`src/rtl/yapay_zeka_denetleyici.sv`:
```
// ---------------------------------------------------------------------------
// yapay_zeka_denetleyici - issue/sequencing stage in front of the AI accelerator (rev 1.0)
// ---------------------------------------------------------------------------
`default_nettype none

module yapay_zeka_denetleyici #(
  parameter int MATRIS_BOYUT = 16
) (
  input  logic                            clk_i,
  input  logic                            rst_i,
  input  logic                            istek_gecerli_i,
  output logic                            istek_hazir_o,
  input  logic [2:0]                      islem_i,
  input  logic                            rs2_gecerli_i,
  input  logic [31:0]                     rs1_deger_i,
  input  logic [31:0]                     rs2_deger_i,
  input  logic [4:0]                      rd_adres_i,
  output logic                            blok_aktif_o,
  output logic [31:0]                     filtre_rs1_o,
  output logic [31:0]                     filtre_rs2_o,
  output logic [31:0]                     veri_rs1_o,
  output logic [31:0]                     veri_rs2_o,
  output logic                            filtre_rs1_en_o,
  output logic                            filtre_rs2_en_o,
  output logic                            veri_rs1_en_o,
  output logic                            veri_rs2_en_o,
  output logic                            filtre_sil_o,
  output logic                            veri_sil_o,
  output logic                            conv_yap_yaz_en_o,
  input  logic [31:0]                     conv_sonuc_i,
  input  logic                            conv_hazir_i,
  output logic                            sonuc_gecerli_o,
  input  logic                            sonuc_hazir_i,
  output logic [31:0]                     sonuc_o,
  output logic [4:0]                      sonuc_rd_o,
  output logic [$clog2(MATRIS_BOYUT):0]   filtre_sayac_o,
  output logic [$clog2(MATRIS_BOYUT):0]   veri_sayac_o,
  output logic                            hata_o
);

  localparam int              c_SW  = $clog2(MATRIS_BOYUT) + 1;
  localparam logic [c_SW-1:0] c_MAX = c_SW'(MATRIS_BOYUT);
  localparam logic [c_SW-1:0] c_BIR = c_SW'(1);

  localparam logic [2:0] c_FILTRE_YUKLE = 3'd0;
  localparam logic [2:0] c_VERI_YUKLE   = 3'd1;
  localparam logic [2:0] c_FILTRE_SIL   = 3'd2;
  localparam logic [2:0] c_VERI_SIL     = 3'd3;
  localparam logic [2:0] c_CONV_YAP     = 3'd4;

  typedef enum logic [1:0] {
    BOSTA       = 2'd0,
    BOSALT      = 2'd1,
    SONUC_BEKLE = 2'd2,
    YAZ         = 2'd3
  } durum_t;

  durum_t          durum_q, durum_d;
  logic [c_SW-1:0] f_q, f_d, v_q, v_d, t_q, t_d;
  logic [31:0]     sonuc_q, sonuc_d;
  logic [4:0]      rd_q, rd_d;
  logic            hata_q, hata_d;

  logic            w_kabul, w_hazir, w_gecerli;
  logic            w_fe1, w_fe2, w_ve1, w_ve2, w_fsil, w_vsil, w_conv;
  logic [c_SW-1:0] w_artis, w_min, w_bekleyen;
  logic [c_SW:0]   w_f_yeni, w_v_yeni;
  logic            w_f_tasma, w_v_tasma;

  assign w_artis    = rs2_gecerli_i ? c_SW'(2) : c_BIR;
  assign w_min      = (f_q < v_q) ? f_q : v_q;
  assign w_bekleyen = w_min - t_q;
  assign w_f_yeni   = {1'b0, f_q} + {1'b0, w_artis};
  assign w_v_yeni   = {1'b0, v_q} + {1'b0, w_artis};
  assign w_f_tasma  = w_f_yeni > {1'b0, c_MAX};
  assign w_v_tasma  = w_v_yeni > {1'b0, c_MAX};
  assign w_kabul    = istek_gecerli_i && istek_hazir_o;

  always_comb begin
    durum_d   = durum_q;
    f_d       = f_q;
    v_d       = v_q;
    // The accelerator commits one product per cycle while pairs are pending.
    t_d       = (w_bekleyen != '0) ? t_q + c_BIR : t_q;
    sonuc_d   = sonuc_q;
    rd_d      = rd_q;
    hata_d    = 1'b0;
    w_hazir   = 1'b0;
    w_gecerli = 1'b0;
    w_fe1     = 1'b0;
    w_fe2     = 1'b0;
    w_ve1     = 1'b0;
    w_ve2     = 1'b0;
    w_fsil    = 1'b0;
    w_vsil    = 1'b0;
    w_conv    = 1'b0;
    case (durum_q)
      BOSTA: begin
        w_hazir = 1'b1;
        if (w_kabul) begin
          case (islem_i)
            c_FILTRE_YUKLE: begin
              if (w_f_tasma) begin
                hata_d = 1'b1;
              end else begin
                w_fe1 = 1'b1;
                w_fe2 = rs2_gecerli_i;
                f_d   = w_f_yeni[c_SW-1:0];
              end
            end
            c_VERI_YUKLE: begin
              if (w_v_tasma) begin
                hata_d = 1'b1;
              end else begin
                w_ve1 = 1'b1;
                w_ve2 = rs2_gecerli_i;
                v_d   = w_v_yeni[c_SW-1:0];
              end
            end
            c_FILTRE_SIL: begin
              w_fsil = 1'b1;
              f_d    = '0;
              t_d    = '0;
            end
            c_VERI_SIL: begin
              w_vsil = 1'b1;
              v_d    = '0;
              t_d    = '0;
            end
            c_CONV_YAP: begin
              rd_d = rd_adres_i;
              if (w_bekleyen <= c_BIR) begin
                w_conv  = 1'b1;
                durum_d = SONUC_BEKLE;
              end else begin
                durum_d = BOSALT;
              end
            end
            default: hata_d = 1'b1;
          endcase
        end
      end
      BOSALT: begin
        if (w_bekleyen <= c_BIR) begin
          w_conv  = 1'b1;
          durum_d = SONUC_BEKLE;
        end
      end
      SONUC_BEKLE: begin
        if (conv_hazir_i) begin
          sonuc_d = conv_sonuc_i;
          durum_d = YAZ;
        end
      end
      YAZ: begin
        w_gecerli = 1'b1;
        if (sonuc_hazir_i) durum_d = BOSTA;
      end
      default: durum_d = BOSTA;
    endcase
  end

  always_ff @(posedge clk_i or posedge rst_i) begin
    if (rst_i) begin
      durum_q <= BOSTA;
      f_q     <= '0;
      v_q     <= '0;
      t_q     <= '0;
      sonuc_q <= '0;
      rd_q    <= '0;
      hata_q  <= 1'b0;
    end else begin
      durum_q <= durum_d;
      f_q     <= f_d;
      v_q     <= v_d;
      t_q     <= t_d;
      sonuc_q <= sonuc_d;
      rd_q    <= rd_d;
      hata_q  <= hata_d;
    end
  end

  // Combinational outputs are forced low while reset is held, not just after an edge.
  assign blok_aktif_o      = !rst_i;
  assign istek_hazir_o     = w_hazir   && !rst_i;
  assign sonuc_gecerli_o   = w_gecerli && !rst_i;
  assign filtre_rs1_en_o   = w_fe1     && !rst_i;
  assign filtre_rs2_en_o   = w_fe2     && !rst_i;
  assign veri_rs1_en_o     = w_ve1     && !rst_i;
  assign veri_rs2_en_o     = w_ve2     && !rst_i;
  assign filtre_sil_o      = w_fsil    && !rst_i;
  assign veri_sil_o        = w_vsil    && !rst_i;
  assign conv_yap_yaz_en_o = w_conv    && !rst_i;
  assign filtre_rs1_o      = rst_i ? '0 : rs1_deger_i;
  assign filtre_rs2_o      = rst_i ? '0 : rs2_deger_i;
  assign veri_rs1_o        = rst_i ? '0 : rs1_deger_i;
  assign veri_rs2_o        = rst_i ? '0 : rs2_deger_i;
  assign sonuc_o           = sonuc_q;
  assign sonuc_rd_o        = rd_q;
  assign filtre_sayac_o    = f_q;
  assign veri_sayac_o      = v_q;
  assign hata_o            = hata_q;

endmodule

`default_nettype wire

```
`config.mk`:
```
export PLATFORM = sky130hd
export DESIGN_NAME = yapay_zeka_denetleyici
export DESIGN_NICKNAME = d
export VERILOG_FILES = /design/src/rtl/yapay_zeka_denetleyici.sv
export SDC_FILE = /design/constraint.sdc
export NUM_CORES = 1
export LEC_CHECK = 0
export ABC_AREA = 1
export ABC_CLOCK_PERIOD_IN_PS = 3800
export CAP_MARGIN = 25
export CORE_AREA = 2 2 113 115
export CTS_BUF_LIST = sky130_fd_sc_hd__clkbuf_4
export DETAILED_ROUTE_END_ITERATION = 16
export DIE_AREA = 0 0 115 117
export PLACE_DENSITY = 0.88
export SLEW_MARGIN = 20
export SYNTH_ARGS = -nofsm -noshare
export SYNTH_HDL_FRONTEND = slang
export SYNTH_SLANG_ARGS = --single-unit
```
`constraint.sdc`:
```
create_clock -name clk_i -period 3.8 [get_ports clk_i]
set_input_delay 0.57 -clock clk_i [delete_from_list [all_inputs] [get_ports clk_i]]
set_output_delay 0.57 -clock clk_i [all_outputs]
set_load 0.02 [all_outputs]
```
==> out/metrics.csv <==
stage,metric,value,unit
synthesis,Ys Warns,0,
die,Die W,115,µm
cells_and_area,nets,895,
placed_design,HPWL after DPL,11900,µm
timing,fmax,273,MHz
cts,Worst-path clk slew,0.16,ns
die,die height,117,µm
synthesis,register area share after synthesis,33.7,%
min_path,Worst Hold Class,in2async,
critical_path,startpoint types,register,
route,Pre-antenna DRT Iters,4,
route,DR iter-0 viols,214,
synthesis,synthesized area per cell,7.88,µm²
die,Initial Util,33.2,%
synthesis,Yosys reg bits,55,
timing,Setup Skew,0.0102,ns
placed_design,Place WS,-0.0291,ns
cells_and_area,"most common cell after layout, fill and taps aside",clkdlybuf4s50_1,
route,Detailed Route WL,14300,µm
cells_and_area,final core utilization,56.5,%
cts,CTS tree,done,
timing,final hold slack,0.435,ns
pwr,Pwr per Cell Area,577,mW/mm²
timing,Final period util,96.3,%
placed_design,Port Buffers,295,
route,via/cell ratio,4.54,
cells_and_area,Syn-to-layout area delta,70.2,%
route,wire length per cell,15.6,µm
critical_path,Crit path required time,3.23,ns
grt,largest net degree at the start of global routing,46,
cts,Clock Latency Late Sink,0.38,ns
cts,H-tree levels,2,
timing,fin. max-slew vios,0,
synthesis,synthesized net count,650,
cts,Root Driver,clkbuf_4,
run,maxcap violations,0,
synthesis,Post-Syn Area,0.00409,mm²
die,die area,0.0135,mm²
pwr,Worst VDD drop,0.363,mV
cts,Max Root-Sink Buffers,2,
critical_path,Worst Path Max Fanout,4,
timing,Fin. Hold Viols,0,
placed_design,Placed Area,0.00682,mm²
grt,vias in the first global route,4073,
grt,GRT Total Usage,19.4,%
cells_and_area,share of cells above drive strength 1,12.3,%
grt,grt total ovfl,0,
cells_and_area,filler cell count,1069,
cells_and_area,"commonest cells after routing, fill and taps aside","clkdlybuf4s50_1, inv_1, nor2_1",
critical_path,CP Class,reg2out,
route,overall via count from detail_route,4161,
route,drt drc,0,
die,row count,41,
pwr,Pleak,3.35,nW
timing,Worst-Margin Slew,0.453,ns
timing,worst setup margin,0.139,ns
timing,RSZ-0062 raised after global routing,true,
die,core box area,0.0123,mm²
grt,initial antenna violation count,1,
cts,hold-fix buffers at CTS,0,
timing,Final setup viols,0,
critical_path,WP data arrival,3.09,ns
cts,clk sink count,55,
cells_and_area,FF+latch area,0.00138,mm²
grt,first-pass GRT wire length,20200,µm
timing,minimum clock period,3.66,ns
run_status,status,completed,
cells_and_area,area occupied by multi-input gates,0.00183,mm²
synthesis,Unique masters post-synth,33,
timing,Worst slew margin,69.8,%
synthesis,Gate Count Post-Synth,519,
critical_path,nature of the critical path endpoint,output pin,
route,post-route ant nets,0,
placed_design,GP Congestion,0.925,
cts,cts bufs inserted,5,
die,Ports,296,
cells_and_area,design area,0.00696,mm²
-- cell usage after synthesis (all sizes together) --
| master | number | area, µm² |
|---|---|---|
| a211oi | 1 | 12.5 |
| a21o | 1 | 7.51 |
| a21oi | 8 | 47.6 |
| buf | 72 | 515 |
| clkbuf | 3 | 11.3 |
| dfrtp | 55 | 1380 |
| fa | 3 | 60.1 |
| ha | 18 | 225 |
| inv | 105 | 394 |
| mux2 | 37 | 417 |
| nand2 | 80 | 333 |
| nand3 | 22 | 145 |
| nand3b | 2 | 15.0 |
| nand4 | 5 | 46.3 |
| nor2 | 89 | 352 |
| nor3 | 2 | 10.0 |
| o21ai | 8 | 43.8 |
| xnor2 | 1 | 8.76 |
| xor2 | 7 | 68.8 |
-- metrics by stage --
stage / instances / total power [mW] / TNS, ns
floorplan: 519 / 2.56 / 0
global placement: 905 / 3.50 / 0
detailed placement: 905 / 3.59 / -0.0304
CTS: 913 / 3.94 / 0
global route: 916 / 4.30 / -0.131
finish: 916 / 4.01 / 0
-- power breakdown --
group	switching (mW)	internal, mW
Clock	0.192	0.149
Combinational	1.41	1.24
Sequential	0.178	0.845
Total	1.78	2.23
-- logic make-up after synthesis --
family	Yosys count	share of synthesized area, %
AO/OA/AOI/OAI	18	2.72
XOR/XNOR	8	1.90
multiplexers	37	10.2
adder cells (fa/ha/maj)	21	6.98
AND/OR/NAND/NOR	200	22.0
flip-flops	55	33.7
buffers and inverters	180	22.5
-- repair_timing --
action / in CTS / in global routing
gates cloned: 0 / 1
endpoints found under the setup margin: 2 / 4
endpoints found under the hold margin: 0 / 0
gates resized for setup: 7 / 9
setup buffers: 0 / 1
pin swaps: 0 / 2
-- final timing paths --
path	start	to	slack, ns	depth (start not counted)
min in group clk_i	sonuc_o[5]$_DFFE_PP0P_	sonuc_o[5]$_DFFE_PP0P_	0.53	1
setup / recovery	veri_sayac_o[4]$_DFFE_PP0P_	conv_yap_yaz_en_o	0.14	18
setup reg to reg	veri_sayac_o[4]$_DFFE_PP0P_	t_q[1]$_DFF_PP0_	0.83	19
hold / removal	rst_i	sonuc_o[17]$_DFFE_PP0P_	0.43	3
max in group asynchronous	rst_i	durum_q[0]$_DFFE_PP0P_	3.05	3
hold reg to reg	sonuc_o[5]$_DFFE_PP0P_	sonuc_o[5]$_DFFE_PP0P_	0.53	1
-- flip-flops by register name, summed over array words and instances, names as in the netlist --
register,cells
sonuc_o,32
filtre_sayac_o,5
sonuc_rd_o,5
t_q,5
veri_sayac_o,5
durum_q,2
hata_o,1
-- layout make-up --
| cell class | instances | area share [%] |
|---|---|---|
| inverters | 105 | 5.66 |
| multi-input cells | 285 | 26.4 |
| well taps | 150 | 2.70 |
| flip-flops and latches | 55 | 19.8 |
| diodes | 1 | 0.0360 |
| repair buffers | 312 | 44.3 |
| clock inverters | 2 | 0.557 |
| clock buffers | 6 | 0.647 |
-- critical path, cell delays in order (launching register included) --
cell	delay (ns)
dfrtp_1	0.38
inv_1	0.08
ha_4	0.29
nand2_1	0.06
nor2_1	0.12
nand2_2	0.11
nand3_2	0.14
a21oi_1	0.10
ha_2	0.20
fa_2	0.34
nand3b_1	0.18
nand3b_1	0.09
nand2_1	0.08
inv_1	0.07
nand3_2	0.08
nand2_4	0.07
nand2_2	0.07
nor2_1	0.09
buf_4	0.15
-- metal layers --
metal | global-route usage [%] | wire length (µm) | up-vias
met2 | 38.8 | 7700 | 219
met4 | 5.86 | 289 | 0
li1 | - | - | 1992
met3 | 3.66 | 1140 | 22
met1 | 20.4 | 5130 | 1928
met5 | 0 | 0 | -
(Power assumes the default switching activity.)
